`config.mk`:
```
export PLATFORM = sky130hd
export DESIGN_NAME = data_mem_arbiter
export DESIGN_NICKNAME = d
export VERILOG_FILES = /design/src/rtl/data_mem_arbiter.sv
export SDC_FILE = /design/constraint.sdc
export NUM_CORES = 1
export LEC_CHECK = 0
export ABC_AREA = 0
export ABC_CLOCK_PERIOD_IN_PS = 2500
export BUFFER_PORTS_ARGS = -buffer_cell sky130_fd_sc_hd__buf_2
export CAP_MARGIN = 15
export CORE_MARGIN = 1.5
export CORE_UTILIZATION = 25
export CTS_CLUSTER_DIAMETER = 120
export CTS_CLUSTER_SIZE = 25
export DETAILED_ROUTE_END_ITERATION = 10
export PLACE_DENSITY = 0.66
export SETUP_SLACK_MARGIN = 0.2
export SKIP_LAST_GASP = 1
export SYNTH_ARGS = -nofsm -noshare
export SYNTH_HDL_FRONTEND = slang
export SYNTH_SLANG_ARGS = --single-unit
export TNS_END_PERCENT = 10
```
`constraint.sdc`:
```
create_clock -name clk -period 2.5 [get_ports clk]
set_clock_uncertainty 0.2 [all_clocks]
set_input_delay 0.625 -clock clk [delete_from_list [all_inputs] [get_ports clk]]
set_output_delay 0.625 -clock clk [all_outputs]
set_load 0.02 [all_outputs]
```
`src/rtl/data_mem_arbiter.sv`:
```
// Single-port data memory arbiter between the CPU datapath and a host load/debug port.
// Round-robin on conflict, 1-cycle read latency, and a halt FSM that freezes CPU traffic.
module data_mem_arbiter #(
    parameter int unsigned ADDR_W = 6,
    parameter int unsigned DATA_W = 8
) (
    input  logic              clk,
    input  logic              reset,
    input  logic              cpu_req,
    input  logic              cpu_write,
    input  logic [ADDR_W-1:0] cpu_addr,
    input  logic [DATA_W-1:0] cpu_wdata,
    output logic              cpu_stall,
    output logic              cpu_rvalid,
    output logic [DATA_W-1:0] cpu_rdata,
    input  logic              host_req,
    input  logic              host_write,
    input  logic [ADDR_W-1:0] host_addr,
    input  logic [DATA_W-1:0] host_wdata,
    output logic              host_gnt,
    output logic              host_rvalid,
    output logic [DATA_W-1:0] host_rdata,
    input  logic              host_halt,
    output logic              halted,
    output logic              mem_read,
    output logic              mem_write,
    output logic [ADDR_W-1:0] mem_addr,
    output logic [DATA_W-1:0] mem_data_in,
    input  logic [DATA_W-1:0] mem_data_out
);

    typedef enum logic [1:0] {
        StRun,
        StHaltReq,
        StHalted
    } state_e;

    state_e            state_q, state_d;
    logic              last_host_q, last_host_d;
    logic              cpu_pend_q, cpu_pend_d;
    logic              host_pend_q, host_pend_d;
    logic [DATA_W-1:0] cpu_rdata_q, cpu_rdata_d;
    logic [DATA_W-1:0] host_rdata_q, host_rdata_d;
    logic              cpu_gnt;
    logic              host_gnt_w;

    // Grants are forced low while reset is asserted so no stray strobe reaches memory.
    always_comb begin
        cpu_gnt    = 1'b0;
        host_gnt_w = 1'b0;
        if (reset) begin
            if (state_q == StRun) begin
                if (cpu_req && host_req) begin
                    cpu_gnt    = last_host_q;
                    host_gnt_w = ~last_host_q;
                end else begin
                    cpu_gnt    = cpu_req;
                    host_gnt_w = host_req;
                end
            end else begin
                host_gnt_w = host_req;
            end
        end
    end

    always_comb begin
        last_host_d  = last_host_q;
        if (cpu_gnt) begin
            last_host_d = 1'b0;
        end else if (host_gnt_w) begin
            last_host_d = 1'b1;
        end
        cpu_pend_d   = cpu_gnt & ~cpu_write;
        host_pend_d  = host_gnt_w & ~host_write;
        cpu_rdata_d  = cpu_pend_q ? mem_data_out : cpu_rdata_q;
        host_rdata_d = host_pend_q ? mem_data_out : host_rdata_q;
    end

    always_ff @(posedge clk or negedge reset) begin
        if (!reset) begin
            state_q      <= StRun;
            last_host_q  <= 1'b1;
            cpu_pend_q   <= 1'b0;
            host_pend_q  <= 1'b0;
            cpu_rdata_q  <= '0;
            host_rdata_q <= '0;
        end else begin
            state_q      <= state_d;
            last_host_q  <= last_host_d;
            cpu_pend_q   <= cpu_pend_d;
            host_pend_q  <= host_pend_d;
            cpu_rdata_q  <= cpu_rdata_d;
            host_rdata_q <= host_rdata_d;
        end
    end

    // HALT_REQ waits until no CPU read is left in flight before reporting halted.
    always_comb begin
        state_d = state_q;
        unique case (state_q)
            StRun: begin
                if (host_halt) state_d = StHaltReq;
            end
            StHaltReq: begin
                if (!host_halt) begin
                    state_d = StRun;
                end else if (!cpu_pend_d) begin
                    state_d = StHalted;
                end
            end
            StHalted: begin
                if (!host_halt) state_d = StRun;
            end
            default: state_d = StRun;
        endcase
    end

    always_comb begin
        cpu_stall   = cpu_req & ~cpu_gnt & reset;
        host_gnt    = host_gnt_w;
        mem_read    = (cpu_gnt & ~cpu_write) | (host_gnt_w & ~host_write);
        mem_write   = (cpu_gnt & cpu_write) | (host_gnt_w & host_write);
        mem_addr    = '0;
        mem_data_in = '0;
        if (cpu_gnt) begin
            mem_addr    = cpu_addr;
            mem_data_in = cpu_wdata;
        end else if (host_gnt_w) begin
            mem_addr    = host_addr;
            mem_data_in = host_wdata;
        end
        cpu_rvalid  = cpu_pend_q;
        host_rvalid = host_pend_q;
        cpu_rdata   = cpu_rdata_d;
        host_rdata  = host_rdata_d;
        halted      = (state_q == StHalted);
    end

endmodule

```
==> results of run 1 <==
cell families after synthesis:
logic type / Yosys count
DFF: 21
and+or+nand+nor: 11
buffers and inverters: 6
muxes: 16
AOI/OAI and AO/OA: 20
what timing repair did:
item / 4_1_cts / 5_1_grt
setup buffers: 0 / 1
gates resized for setup: 0 / 42
setup endpoints to repair: 18 / 33
cloned: 0 / 3
pin swaps: 0 / 0
layer usage:
layer  vias to the layer above  GRT usage  part of all wire
met5                         -          0                 0
met4                         0     0.0383            0.0096
met3                         4     0.0304             0.073
met2                        57      0.223              0.52
met1                       432      0.137              0.39
li1                        447          -                 -
worst max-delay path, delay by kind of cell, from the launching register on:
family | cells | cell delay, ps
flip-flops | 1 | 550
AND/OR/NAND/NOR | 2 | 320
buffers and inverters | 3 | 410
AO/OA/AOI/OAI | 1 | 120
worst min path at each step:
stage,startpoint,to,slack (ps),cells past startpoint
after global routing,reset,last_host_q,150,1
after detailed placement,cpu_rdata_q[4],cpu_rdata_q[4],280,1
after global placement,cpu_rdata_q[0],cpu_rdata_q[0],280,1
after CTS,reset,last_host_q,150,1
final,reset,last_host_q,160,1
after floorplan,reset,cpu_rdata_q[0],130,0
metrics by stage:
step | setup WS [ps] | util | setup TNS [ps] | hold slack [ps]
finish | 7.66 | 0.450 | 0 | 157
global placement | 35.9 | 0.376 | 0 | 276
detailed placement | 27.7 | 0.376 | 0 | 282
CTS | -10.4 | 0.388 | -13.1 | 145
global route | -42.4 | 0.450 | -526 | 154
floorplan | 200 | - | 0 | 129
where the power goes:
| group | total (uW) | internal, uW | switching [uW] |
|---|---|---|---|
| combinational | 536 | 256 | 279 |
| sequential | 459 | 428 | 30.4 |
| clock | 215 | 113 | 101 |
sequential cells by signal (all words and copies together), names as in the netlist:
signal and flops:
last_host_q 1, cpu_rvalid 1, state_q 2, host_rdata_q 8, cpu_rdata_q 8, host_rvalid 1
cell type report:
| type | instances | share of cell area |
|---|---|---|
| multi-input cells | 47 | 0.302 |
| well taps | 50 | 0.0350 |
| repair buffers | 86 | 0.338 |
| inverters | 2 | 0.00420 |
| flip-flops and latches | 21 | 0.295 |
| clock buffers | 4 | 0.0252 |
cells in the final DEF (no fill, tap or decap):
cell type and count:
sky130_fd_sc_hd__buf_4 4, sky130_fd_sc_hd__nor2_1 1, sky130_fd_sc_hd__clkbuf_16 2, sky130_fd_sc_hd__a21oi_1 2, sky130_fd_sc_hd__nand2_1 2, sky130_fd_sc_hd__and2_2 2
sky130_fd_sc_hd__o21a_1 1, sky130_fd_sc_hd__nor4b_4 1, sky130_fd_sc_hd__inv_1 2, sky130_fd_sc_hd__buf_2 63, sky130_fd_sc_hd__a31oi_2 1, sky130_fd_sc_hd__clkbuf_8 3
sky130_fd_sc_hd__buf_6 15, sky130_fd_sc_hd__clkbuf_1 1, sky130_fd_sc_hd__mux2_2 16, sky130_fd_sc_hd__a22o_4 10, sky130_fd_sc_hd__nand2b_4 1, sky130_fd_sc_hd__nor2_2 1
sky130_fd_sc_hd__buf_12 2, sky130_fd_sc_hd__and2b_2 2, sky130_fd_sc_hd__dfrtp_1 20, sky130_fd_sc_hd__and2_1 1, sky130_fd_sc_hd__a22o_2 6, sky130_fd_sc_hd__dfstp_2 1
==> impl_metrics.sql, run 1 <==
INSERT INTO impl_metrics (metric_group, metric, value, unit) VALUES
('global_routing', 'grt_pass1_wl', '3990', 'um'),
('clock_tree', 'cts_made_buffers', '3', ''),
('critical_path', 'timing.critical_path.slowest_stage_cell', 'sky130_fd_sc_hd__dfstp_2', ''),
('synth', 'synth-edff-count', '0', ''),
('drt', 'routed_via_density', '4.48', ''),
('synth', 'sequential_share_of_the_synthesized_area', '0.517', ''),
('critical_path', 'r2r-end', 'cpu_rvalid', ''),
('job', 'maxCapViolations', '0', ''),
('timing', 'relSlewSlack', '0.687', ''),
('synth', 'synth.area.mux_share', '0.177', ''),
('critical_path', 'crit_type', 'reg2out', ''),
('global_routing', 'via_count_of_the_first_global_routing_pass', '917', ''),
('layout', 'fillCellCount', '364', ''),
('synth', 'synth_most_common_cell', 'sky130_fd_sc_hd__dfrtp_1', ''),
('drt', 'drt-pass1-iter-count', '2', ''),
('clock_tree', 'clk_transition_reported_paths', '70', 'ps'),
('die', 'die_h', '66.8', 'um'),
('drt', 'initialDrtViolationCount', '8', ''),
('worst_hold_path', 'hold_class', 'in2async', ''),
('global_routing', 'grt_max_degree', '21', ''),
('timing', 'final-setup-viol-count', '0', ''),
('timing', 'max_freq', '401', 'MHz'),
('synth', 'ys_ff_latch', '21', ''),
('critical_path', 'timing.critical_path.to_type', 'output port', ''),
('layout', 'multiInputGateArea', '539', 'sq um'),
('synth', 'post_synth_instance_area', '1020', 'sq um'),
('critical_path', 'timing.reg2reg.worst_path_depth', '5', ''),
('power', 'power_density', '677', 'nW/um^2'),
('synth', 'synth_compound_gate_area_share', '0.187', ''),
('power', 'power.static_leakage', '0.000924', 'uW'),
('drt', 'ant_nets', '0', ''),
('synth', 'synth_top_cell_area_share', '0.491', ''),
('synth', 'dominant_combinational_cell_family_by_area_after_synthesis', 'compound AO/OA/AOI/OAI gates', ''),
('die', 'core.rowCount', '23', ''),
('layout', 'instances_no_fill', '210', ''),
('critical_path', 'start_kind', 'register', ''),
('critical_path', 'worstPathCellList', 'nand2b_4 -> nor4b_4 -> buf_6 -> buf_12 -> a22o_2 -> buf_4', ''),
('drt', 'wire_per_inst', '13.9', 'um'),
('timing', 'finalHoldViolations', '0', ''),
('critical_path', 'cp_data_arrival_time', '1670', 'ps'),
('critical_path', 'regToRegSetupSlack', '970', 'ps'),
('synth', 'synth.largest_area_cell', 'sky130_fd_sc_hd__dfrtp_1', ''),
('drt', 'total_via_count_after_detailed_routing', '940', ''),
('clock_tree', 'numClockSinks', '21', ''),
('clock_tree', 'clk_path_buf_depth', '2', ''),
('place', 'post_dp_cell_area', '1490', 'sq um'),
('clock_tree', 'htree_num_levels', '1', ''),
('synth', 'synthXorXnorAreaFrac', '0', ''),
('synth', 'ys_top_cells_by_area', 'sky130_fd_sc_hd__dfrtp_1, sky130_fd_sc_hd__mux2_2, sky130_fd_sc_hd__a22o_2', ''),
('die', 'io_pins', '80', ''),
('global_routing', 'grt_use_total', '0.122', ''),
('power', 'totalPowerFinal', '1210', 'uW'),
('place', 'place.port_buffers', '79', ''),
('critical_path', 'critPathMaxStageDelay', '550', 'ps'),
('layout', 'antenna-diode-count', '0', ''),
('synth', 'postSynth.asyncResetShare', '1.00', ''),
('status', 'outcome', 'finished clean', ''),
('critical_path', 'critical_path_required', '1670', 'ps'),
('clock_tree', 'clkLatencyLatePin', '250', 'ps'),
('clock_tree', 'postCtsHoldBufs', '0', ''),
('synth', 'post_synth_num_cell_types', '17', ''),
('timing', 'finalWorstPathRequiredPeriod', '2490', 'ps'),
('die', 'die_area', '4470', 'sq um'),
('timing', 'number_of_max_slew_violations_in_the_final_report', '0', ''),
('global_routing', 'grt_antenna_before_repair', '0', ''),
('drt', 'drcViolationCount', '0', ''),
('synth', 'postSynthAreaPerCell', '13.8', 'sq um'),
('layout', 'stdcell_area', '1790', 'sq um'),
('layout', 'final_layout_size_suffix_gt1_frac', '0.813', ''),
('critical_path', 'r2r-start', 'last_host_q', ''),
('layout', 'area_growth', '75.3', '%');
Power figures use the tool's default switching activity.
==> run 2, diff against run 1 <==
Settings changed: RECOVER_POWER set to 50.
==> run 2 against run 1 <==
Sequential share of layout area grew 0.062 points; routed wire length down 0.34%; register-to-register slack is essentially flat; critical path depth unchanged; global-route usage unchanged; hold slack worse by 6.8 ps; non-clock buffer count unchanged; critical path type unchanged; largest power group unchanged; highest routed layer unchanged.
==> impl_metrics.sql, run 2 (synthesized netlist as in run 1, its figures left out) <==
INSERT INTO impl_metrics (metric_group, metric, value, unit) VALUES
('timing', 'finalHoldViolations', '0', ''),
('critical_path', 'cp_data_arrival_time', '1670', 'ps'),
('global_routing', 'via_count_of_the_first_global_routing_pass', '917', ''),
('layout', 'instances_no_fill', '210', ''),
('worst_hold_path', 'hold_class', 'in2async', ''),
('layout', 'final_layout_size_suffix_gt1_frac', '0.781', ''),
('die', 'io_pins', '80', ''),
('layout', 'layout_common_cells', 'sky130_fd_sc_hd__buf_2, sky130_fd_sc_hd__dfrtp_1, sky130_fd_sc_hd__buf_6', ''),
('clock_tree', 'clock_tree.root_cell', 'sky130_fd_sc_hd__clkbuf_8', ''),
('critical_path', 'cp_num_buf_inv', '3', ''),
('drt', 'initialDrtViolationCount', '8', ''),
('job', 'maxCapViolations', '0', ''),
('drt', 'postRouteWirelength', '2920', 'um'),
('clock_tree', 'clk_path_buf_depth', '2', ''),
('die', 'floorplan.die.width', '66.8', 'um'),
('timing', 'relSlewSlack', '0.294', ''),
('place', 'place.port_buffers', '79', ''),
('layout', 'most_common_library_cell_in_the_layout_ignoring_fill_and_taps', 'sky130_fd_sc_hd__buf_2', ''),
('die', 'initial_standard_cell_utilization_of_the_core', '0.256', ''),
('critical_path', 'worstPathCellList', 'nand2b_4 -> nor4b_4 -> buf_6 -> buf_12 -> a22o_2 -> buf_4', ''),
('timing', 'grt_setup_unrepaired', 'true', ''),
('clock_tree', 'numClockSinks', '21', ''),
('place', 'placedCellCount', '202', ''),
('timing', 'post-route-period-util', '0.997', ''),
('critical_path', 'critical_path_required', '1670', 'ps'),
('layout', 'design.final.nets', '204', ''),
('clock_tree', 'postCtsHoldBufs', '0', ''),
('layout', 'antenna-diode-count', '0', ''),
('global_routing', 'grt_max_degree', '21', ''),
('critical_path', 'worst-path-max-fanout', '5', ''),
('critical_path', 'crit_type', 'reg2out', ''),
('drt', 'drcViolationCount', '0', ''),
('global_routing', 'grt_antenna_before_repair', '0', ''),
('die', 'core.rowCount', '23', ''),
('clock_tree', 'cts_tree', 'done', ''),
('clock_tree', 'cts_made_buffers', '3', ''),
('clock_tree', 'clkLatencyLatePin', '250', 'ps'),
('critical_path', 'crit_family', 'flip-flops', ''),
('drt', 'total_via_count_after_detailed_routing', '939', ''),
('global_routing', 'grt_pass1_wl', '3990', 'um'),
('timing', 'finalWorstPathRequiredPeriod', '2490', 'ps'),
('power', 'totalPowerFinal', '1200', 'uW'),
('drt', 'wire_per_inst', '13.9', 'um'),
('critical_path', 'timing.critical_path.to_type', 'output port', ''),
('timing', 'number_of_max_slew_violations_in_the_final_report', '0', ''),
('die', 'die_h', '66.8', 'um'),
('critical_path', 'start_kind', 'register', ''),
('power', 'power_density', '675', 'nW/um^2'),
('place', 'place_congestion', '0.720', ''),
('drt', 'drt-pass1-iter-count', '2', ''),
('layout', 'area_growth', '74.9', '%'),
('clock_tree', 'htree_num_levels', '1', ''),
('die', 'die_area', '4470', 'sq um'),
('clock_tree', 'clk_transition_reported_paths', '70', 'ps'),
('timing', 'min_hold_slack', '150', 'ps'),
('global_routing', 'grt_use_total', '0.122', ''),
('die', 'core_area', '3970', 'sq um'),
('drt', 'ant_nets', '0', ''),
('drt', 'routed_via_density', '4.47', ''),
('global_routing', 'grt_total_ovfl', '0', ''),
('timing', 'final-setup-viol-count', '0', ''),
('timing', 'max_freq', '401', 'MHz'),
('power', 'irDropWorstVdd', '232', 'uV'),
('timing', 'worst-slew-pin-transition', '1060', 'ps'),
('status', 'outcome', 'finished clean', ''),
('power', 'power.static_leakage', '0.000922', 'uW'),
('layout', 'reg.largest.list', 'cpu_rdata_q (8), host_rdata_q (8), state_q (2)', ''),
('critical_path', 'timing.critical_path.slowest_stage_cell', 'sky130_fd_sc_hd__dfstp_2', ''),
('critical_path', 'critPathMaxStageDelay', '550', 'ps');
==> run 2: changes by cell type in the layout (fill, tap and decap cells not counted), sizes merged <==
cell    before  now
clkbuf       6    7
buf         84   83
==> run 2: layout make-up <==
type                       instances  area (sq um)
fill                             365          2190
timing repair buffer              86           601
multi-input combinational         47           539
sequential                        21           527
tap                               50          62.6
clock buffer                       4          45.0
inverter                           2          7.51
==> run 2: layer usage <==
layer | wire length [um] | share of wire | global-route usage
met1 | 1140 | 0.39 | 0.137
met2 | 1530 | 0.52 | 0.223
met3 | 214 | 0.073 | 0.0304
met4 | 28 | 0.0096 | 0.0383
met5 | 0 | 0 | 0
==> run 2: power by group <==
group	switching (uW)	internal [uW]	total (uW)
clock	101	113	214
combinational	279	251	530
sequential	29.8	428	458
total	410	793	1200
==> run 2: metrics by stage <==
stage,utilization,setup WS [ps],cell area [sq um],TNS (ps)
floorplan,-,200,1020,0
global placement,0.376,35.9,1490,0
CTS,0.388,-10.4,1540,-13.1
global route,0.449,-42.4,1780,-526
finish,0.449,8.00,1780,0
detailed placement,0.376,27.7,1490,0
==> run 2: path summary, 6_finish.rpt <==
kind | startpoint | endpoint | slack [ps] | cells after the start
worst max register to register | last_host_q | cpu_rvalid | 970 | 5
worst min register to register | host_rdata_q[2] | host_rdata_q[2] | 280 | 1
min in group clk | host_rdata_q[2] | host_rdata_q[2] | 280 | 1
worst max-delay path | last_host_q | mem_addr[4] | 8 | 6
worst min-delay path | reset | last_host_q | 150 | 1
max in group asynchronous | reset | host_rdata_q[4] | 960 | 2
==> run 2: what timing repair did <==
action	4_1_cts	5_1_grt
cloned	0	3
resized for setup	0	42
endpoints found under the setup margin	18	33
buffers inserted	0	1
hold endpoints to repair	0	0
==> run 3, diff against run 2 <==
Settings changed: GPL_TIMING_DRIVEN set to 0, SKIP_LAST_GASP 1 to unset.
==> run 3 against run 2 <==
Hold slack got worse by 46 ps; die area did not move; global-route usage rose by 2.2 points; register-to-register slack got worse by 140 ps; combinational power rose by 4.2%; flip-flop and latch count did not move; highest routed layer unchanged.
==> impl_metrics.sql, run 3 (synthesized netlist as in run 1, its figures left out) <==
INSERT INTO impl_metrics (metric_group, metric, value, unit) VALUES
('layout', 'most_common_library_cell_in_the_layout_ignoring_fill_and_taps', 'sky130_fd_sc_hd__buf_2', ''),
('die', 'die_area', '4470', 'sq um'),
('critical_path', 'r2r-end', 'cpu_rvalid', ''),
('job', 'maxCapViolations', '0', ''),
('power', 'totalPowerFinal', '1230', 'uW'),
('critical_path', 'start_kind', 'input port', ''),
('clock_tree', 'cts_tree', 'done', ''),
('timing', 'number_of_max_slew_violations_in_the_final_report', '0', ''),
('drt', 'routed_via_density', '4.45', ''),
('die', 'core_area', '3970', 'sq um'),
('drt', 'initialDrtViolationCount', '5', ''),
('critical_path', 'critical_path_required', '1670', 'ps'),
('layout', 'final_layout_size_suffix_gt1_frac', '0.783', ''),
('place', 'place_congestion', '0.714', ''),
('timing', 'final.setup.tns', '0', 'ps'),
('layout', 'design.final.nets', '210', ''),
('place', 'place.port_buffers', '79', ''),
('timing', 'finalHoldViolations', '0', ''),
('place', 'dp_slack', '-634', 'ps'),
('timing', 'post-route-period-util', '0.995', ''),
('die', 'floorplan.die.width', '66.8', 'um'),
('layout', 'antenna-diode-count', '0', ''),
('global_routing', 'grt_total_ovfl', '0', ''),
('clock_tree', 'numClockSinks', '21', ''),
('global_routing', 'grt_antenna_before_repair', '0', ''),
('drt', 'drcViolationCount', '0', ''),
('worst_hold_path', 'hold_class', 'in2async', ''),
('timing', 'max_freq', '402', 'MHz'),
('place', 'placedCellCount', '203', ''),
('place', 'post_dp_cell_area', '1480', 'sq um'),
('timing', 'worst-slew-pin-transition', '669', 'ps'),
('timing', 'grt_setup_unrepaired', 'true', ''),
('power', 'power.static_leakage', '0.000962', 'uW'),
('global_routing', 'grt_pass1_wl', '4820', 'um'),
('die', 'die_h', '66.8', 'um'),
('clock_tree', 'htree_num_levels', '1', ''),
('drt', 'total_via_count_after_detailed_routing', '961', ''),
('power', 'power_density', '664', 'nW/um^2'),
('layout', 'stdcell_area', '1850', 'sq um'),
('global_routing', 'grt_use_total', '0.144', ''),
('timing', 'final-setup-viol-count', '0', ''),
('critical_path', 'crit_type', 'in2out', ''),
('status', 'outcome', 'finished clean', ''),
('critical_path', 'r2r-start', 'last_host_q', ''),
('layout', 'layout_common_cells', 'sky130_fd_sc_hd__buf_2, sky130_fd_sc_hd__buf_6, sky130_fd_sc_hd__dfrtp_1', ''),
('power', 'irDropWorstVdd', '250', 'uV'),
('drt', 'drt-pass1-iter-count', '4', ''),
('critical_path', 'cp_data_arrival_time', '1660', 'ps'),
('layout', 'fillCellCount', '370', ''),
('die', 'initial_standard_cell_utilization_of_the_core', '0.256', ''),
('critical_path', 'timing.critical_path.to_type', 'output port', ''),
('drt', 'ant_nets', '0', ''),
('die', 'core.rowCount', '23', ''),
('clock_tree', 'clk_path_buf_depth', '2', ''),
('clock_tree', 'clock_tree.root_cell', 'sky130_fd_sc_hd__clkbuf_8', ''),
('critical_path', 'regToRegSetupSlack', '830', 'ps'),
('clock_tree', 'clk_transition_reported_paths', '80', 'ps'),
('layout', 'reg.largest.list', 'cpu_rdata_q (8), host_rdata_q (8), state_q (2)', ''),
('global_routing', 'via_count_of_the_first_global_routing_pass', '1022', ''),
('critical_path', 'timing.reg2reg.worst_path_depth', '5', ''),
('layout', 'area_growth', '81.4', '%'),
('critical_path', 'worst-path-max-fanout', '4', ''),
('clock_tree', 'clkLatencyLatePin', '260', 'ps'),
('timing', 'post-route-worst-setup-slack', '11.8', 'ps'),
('drt', 'postRouteWirelength', '2990', 'um'),
('global_routing', 'grt_max_degree', '13', ''),
('critical_path', 'crit_start', 'cpu_req', ''),
('clock_tree', 'cts_made_buffers', '3', ''),
('layout', 'instances_no_fill', '216', ''),
('drt', 'wire_per_inst', '13.8', 'um'),
('die', 'io_pins', '80', ''),
('timing', 'relSlewSlack', '0.554', ''),
('timing', 'finalWorstPathRequiredPeriod', '2490', 'ps');
## run 3: per-stage QoR
step	utilization	hold slack (ps)
6_report	0.465	104
5_1_grt	0.465	85.4
4_1_cts	0.470	77.4
3_5_place_dp	0.372	283
3_3_place_gp	0.372	275
2_1_floorplan	-	129
## run 3: worst max-delay path, cell delays in order
cell,delay [ps]
sky130_fd_sc_hd__buf_2,140
sky130_fd_sc_hd__nand2_4,60
sky130_fd_sc_hd__nor4b_4,400
sky130_fd_sc_hd__buf_4,210
sky130_fd_sc_hd__a22o_4,120
sky130_fd_sc_hd__buf_6,110
## run 3: worst max-delay path by stage
stage / end / slack [ps] / cells after the start
finish: mem_addr[4] / 10 / 6
global placement: mem_addr[1] / -620 / 6
global route: mem_data_in[0] / -60 / 5
CTS: mem_addr[4] / -0.4 / 5
floorplan: mem_addr[0] / 200 / 4
detailed placement: mem_data_in[2] / -630 / 6
## run 3: report_power, final
group / total (uW) / internal (uW) / leakage (uW) / switching (uW)
logic: 552 / 260 / 0.000686 / 292
clock network: 220 / 113 / 0.0000228 / 107
registers: 455 / 429 / 0.000253 / 26.6
total: 1230 / 802 / 0.000962 / 425
## run 3: what timing repair did
item,CTS,global route
setup buffers,5,1
pin swaps,11,9
resized for setup,60,4
cloned,2,0
hold buffers,1,0
endpoints found under the setup margin,34,33
hold endpoints to repair,8,0
## run 3: final cells by class
class                   count  area [sq um]  area share
plain buffers               4          33.8      0.0183
repair buffers             88           588       0.318
inverters                   2          7.51     0.00406
clock buffers               4          45.0      0.0244
multi-input cells          47           583       0.316
flip-flops and latches     21           528       0.286
well taps                  50          62.6      0.0339
## run 3: layer usage
| metal | global-route usage | wire length [um] | vias up |
|---|---|---|---|
| li1 | - | - | 458 |
| met2 | 0.253 | 1550 | 55 |
| met1 | 0.178 | 1240 | 446 |
| met3 | 0.0338 | 192 | 2 |
| met4 | 0.0306 | 8 | 0 |
| met5 | 0 | 0 | - |
